## src/rtl/joypad_port.sv

```systemverilog
// NES controller port responder: $4016 strobe latch plus two 4021-style serial pads.
// Define JOYPAD_OPEN_BUS_EN to return the $40 open-bus residue in data_out[7:5].
module joypad_port (
   input  logic        clock,
   input  logic        reset,
   input  logic [15:0] addr,
   input  logic        rw,
   input  logic [7:0]  data_in,
   output logic [7:0]  data_out,
   output logic        data_oe,
   input  logic [7:0]  pad1_buttons,
   input  logic [7:0]  pad2_buttons,
   output logic        strobe
);

`ifdef JOYPAD_OPEN_BUS_EN
   localparam logic [6:0] READ_UPPER = 7'b010_0000;
`else
   localparam logic [6:0] READ_UPPER = '0;
`endif

   logic [7:0] sync1_pad1_q, sync2_pad1_q;
   logic [7:0] sync1_pad2_q, sync2_pad2_q;
   logic [7:0] sr1_q, sr1_d;
   logic [7:0] sr2_q, sr2_d;
   logic       strobe_q, strobe_d;
   logic [7:0] data_out_q, data_out_d;
   logic       data_oe_q, data_oe_d;

   logic rd_pad1, rd_pad2, wr_strobe, reload, read_bit;

   always_comb begin
      rd_pad1   = rw  && (addr == 16'h4016);
      rd_pad2   = rw  && (addr == 16'h4017);
      wr_strobe = !rw && (addr == 16'h4016);

      strobe_d = wr_strobe ? data_in[0] : strobe_q;
      // A write of 1 reloads on its own edge; a write of 0 still reloads once (old strobe).
      reload   = strobe_q || (wr_strobe && data_in[0]);

      sr1_d = sr1_q;
      sr2_d = sr2_q;
      if (reload) begin
         sr1_d = sync2_pad1_q;
         sr2_d = sync2_pad2_q;
      end else begin
         if (rd_pad1) sr1_d = {1'b1, sr1_q[7:1]};
         if (rd_pad2) sr2_d = {1'b1, sr2_q[7:1]};
      end

      // While strobed, reads see the live synchronized A button rather than the stale copy.
      read_bit = 1'b0;
      if (rd_pad1)      read_bit = strobe_q ? sync2_pad1_q[0] : sr1_q[0];
      else if (rd_pad2) read_bit = strobe_q ? sync2_pad2_q[0] : sr2_q[0];

      data_oe_d  = rd_pad1 || rd_pad2;
      data_out_d = data_oe_d ? {READ_UPPER, read_bit} : '0;
   end

   always_ff @(posedge clock or posedge reset) begin
      if (reset) begin
         sync1_pad1_q <= '0;
         sync2_pad1_q <= '0;
         sync1_pad2_q <= '0;
         sync2_pad2_q <= '0;
         sr1_q        <= '0;
         sr2_q        <= '0;
         strobe_q     <= 1'b0;
         data_out_q   <= '0;
         data_oe_q    <= 1'b0;
      end else begin
         sync1_pad1_q <= pad1_buttons;
         sync2_pad1_q <= sync1_pad1_q;
         sync1_pad2_q <= pad2_buttons;
         sync2_pad2_q <= sync1_pad2_q;
         sr1_q        <= sr1_d;
         sr2_q        <= sr2_d;
         strobe_q     <= strobe_d;
         data_out_q   <= data_out_d;
         data_oe_q    <= data_oe_d;
      end
   end

   assign data_out = data_out_q;
   assign data_oe  = data_oe_q;
   assign strobe   = strobe_q;

endmodule

```

## config.mk

```make
export PLATFORM = sky130hd
export DESIGN_NAME = joypad_port
export DESIGN_NICKNAME = d
export VERILOG_FILES = /design/src/rtl/joypad_port.sv
export SDC_FILE = /design/constraint.sdc
export NUM_CORES = 1
export LEC_CHECK = 0
export ABC_AREA = 1
export CAP_MARGIN = 15
export CORE_MARGIN = 10
export CORE_UTILIZATION = 43
export CTS_CLUSTER_SIZE = 24
export DETAILED_ROUTE_END_ITERATION = 12
export PLACE_DENSITY = 0.85
export REMOVE_ABC_BUFFERS = 1
export SKIP_CTS_REPAIR_TIMING = 1
export SLEW_MARGIN = 20
export SYNTH_ARGS = -nofsm -noshare
export SYNTH_HDL_FRONTEND = slang
export SYNTH_SLANG_ARGS = --single-unit
export TNS_END_PERCENT = 50
```

## constraint.sdc

```tcl
create_clock -name clock -period 1.46 [get_ports clock]
set_clock_uncertainty 0.05 [all_clocks]
set_input_delay 0.292 -clock clock [delete_from_list [all_inputs] [get_ports clock]]
set_output_delay 0.292 -clock clock [all_outputs]
set_load 0.05 [all_outputs]
```

==> impl_metrics.yaml <==
synthesis:
  ys_ff_latch: 51
  postSynthCellCount: 200
  synth.most_common_cell: "dfrtp_1"
  synth.largest_area_cell: "dfrtp_1"
  ys_types: 23
  postSynth.asyncResetShare: 1.000
  synthFlopType: "dfrtp_1"
  synth-edff-count: 0
  synthTopCellsByCount: "dfrtp_1, nand3_1, nand2_1"
  seq_area_frac_synth: 0.6201
  syn_avg_cell_area_um2: 10.29
  synth_top_area_frac: 0.6201
  synth.area.top_cells: "dfrtp_1, nand3_1, nand2_1"
  yosysWarnings: 0
  syn-cell-area_mm2: 0.002058
global_routing:
  grt_start_max_net_pins: 52
  antenna_found_initial: 0
  grt_usage: 0.09863
  grt_first_pass_wirelength_um: 6292
  grt_pass1_vias: 1379
  overflow: 0
min_path:
  hp-start: "sync1_pad2_q[3]$_DFF_PP0_"
  hold_class: "flop to flop"
  whs_endpoint: "sync2_pad2_q[3]$_DFF_PP0_"
  whs_path_depth: 0
routing:
  vias_per_cell: 4.899
  drc: 0
  drt_pass1_iterations: 4
  drtIter0Drc: 156
  wl_per_cell_um: 13.83
  wirelength_um: 4231
  vias: 1499
  drtAntennaViolNets: 0
placement:
  hpwl_um: 2556
  place_ws_ps: -415.6
  io_buffers: 38
  gp_congestion: 0.7915
cells_and_area:
  utilization: 0.6128
  nNetsFinal: 295
  drive_above_1_share: 0.1944
  area_delta_synth_final_pct: 39.70
  antenna_cells: 0
  fill_cells: 362
setup_path:
  criticalPathCategory: "input port to flop"
  critPathMaxFanout: 9
  cp.required_ps: 1590
  regToRegEndpoint: "sr1_q[7]$_DFFE_PP0P_"
  r2r_cells: 5
  r2r_setup_slack_ps: 140
  r2r-start: "strobe$_DFFE_PP0P_"
  end_kind: "flop"
  startpoint_type: "input port"
  arrival_ps: 1450
timing:
  fin_hold_ws_ps: 292.4
  finalHoldViolCount: 0
  period_needed_ps: 1322
  timing.final.ws_setup_ps: 138.1
  timing.final.crit_share: 0.9054
  setup_tns_ps: 0
  slew_viol_final: 0
  rsz0062_at_grt: "no"
  fmax_mhz: 756.5
  setup_viol: 0
clocking:
  cts.path.max_buffers: 2
  cts_buffers: 5
  worst_skew_pair.late_latency_ps: 300
  clk_pin_slew_worst_paths_ps: 80
  clockRootBuffer: "clkbuf_8"
  htree_levels: 2
  clock-sinks: 51
  cts_tree: "yes"
floorplan:
  initial_core_util: 0.4387
  io_pins: 53
  die-area_mm2: 0.007954
  die_y_um: 89.19
  fp-row-count: 25
  core-area_mm2: 0.004692
  die_width_um: 89.19
pwr:
  leakage_nw: 1.445
  vdd_drop_max_mv: 0.8004
  pwr_density_cell_mw_per_mm2: 848.2
run_status:
  status: "completed"
run:
  cap_violations: 0
placed cells by master, fill, tap and decap left out, types with 7 or more instances in the layout:
cell type	instances
inv_1	19
nand2_1	29
nor2_1	15
dlymetal6s2s_1	17
dfrtp_1	51
nand3_1	27
clkdlybuf4s50_1	18
nand4_1	14
conb_1	7
worst max-delay path by stage:
stage               depth (start not counted)          startpoint                     to
CTS                                         9             addr[1]   sr1_q[3]$_DFFE_PP0P_
global route                               11            addr[12]   sr1_q[3]$_DFFE_PP0P_
detailed placement                          9             addr[1]   sr2_q[1]$_DFFE_PP0P_
global placement                            9             addr[1]   sr1_q[7]$_DFFE_PP0P_
floorplan                                   6  strobe$_DFFE_PP0P_  data_out[0]$_DFF_PP0_
finish                                      9             addr[6]   sr2_q[5]$_DFFE_PP0P_
flip-flops by register name (all words and copies together) (netlist names), 8 cells and up:
name / count
sync2_pad1_q: 8
sync1_pad2_q: 8
sync2_pad2_q: 8
sr2_q: 8
sr1_q: 8
sync1_pad1_q: 8
critical path, cell delays in order:
cell and delay [ps]:
dlymetal6s2s_1 130, nor2_2 120, nand3_2 120, nor2_4 200, nand4_4 110, buf_12 170
buf_8 130, nand3_1 80, nand3_1 90
power breakdown:
part           internal, mW  leakage, nW  switching [mW]  total [mW]
Clock                 0.372       0.0470           0.407       0.779
Combinational        0.0893        0.765          0.0990       0.188
Sequential             1.46        0.633          0.0135        1.47
Total                  1.92         1.45           0.519        2.44
logic make-up (layout without fill, tap and decap cells):
kind of cell	Yosys count	after routing	share of synthesized area
buffers and inverters	39	84	0.1052
AND/OR/NAND/NOR	104	105	0.2583
other	1	7	0.001822
flip-flops	51	51	0.6201
AO/OA/AOI/OAI	4	4	0.009727
multiplexers	1	1	0.004863
metal layers:
metal	share of wire	vias to the layer above	routed length (um)	global-route usage
met2	0.48	59	2032	0.1525
met4	0.010	0	44	0.03035
met5	0	-	0	0
li1	-	734	-	-
met3	0.079	5	336	0.03737
met1	0.43	701	1817	0.1249
stage by stage:
| stage | power (mW) | instance area, um^2 | cells |
|---|---|---|---|
| floorplan | 1.572 | 1951 | 190 |
| global placement | 1.684 | 2521 | 291 |
| detailed placement | 1.689 | 2521 | 291 |
| CTS | 2.464 | 2609 | 298 |
| global route | 2.550 | 2875 | 306 |
| finish | 2.439 | 2875 | 306 |
layout make-up:
cell class	count	area, um^2	area share
clock inverter	1	5.005	0.001741
timing repair buffer	54	693.2	0.2411
multi-input combinational	117	664.4	0.2311
tap	54	67.56	0.02350
sequential	51	1276	0.4439
clock buffer	6	82.58	0.02872
inverter	23	86.33	0.03003
No activity file was read; power rests on OpenSTA's default activity.
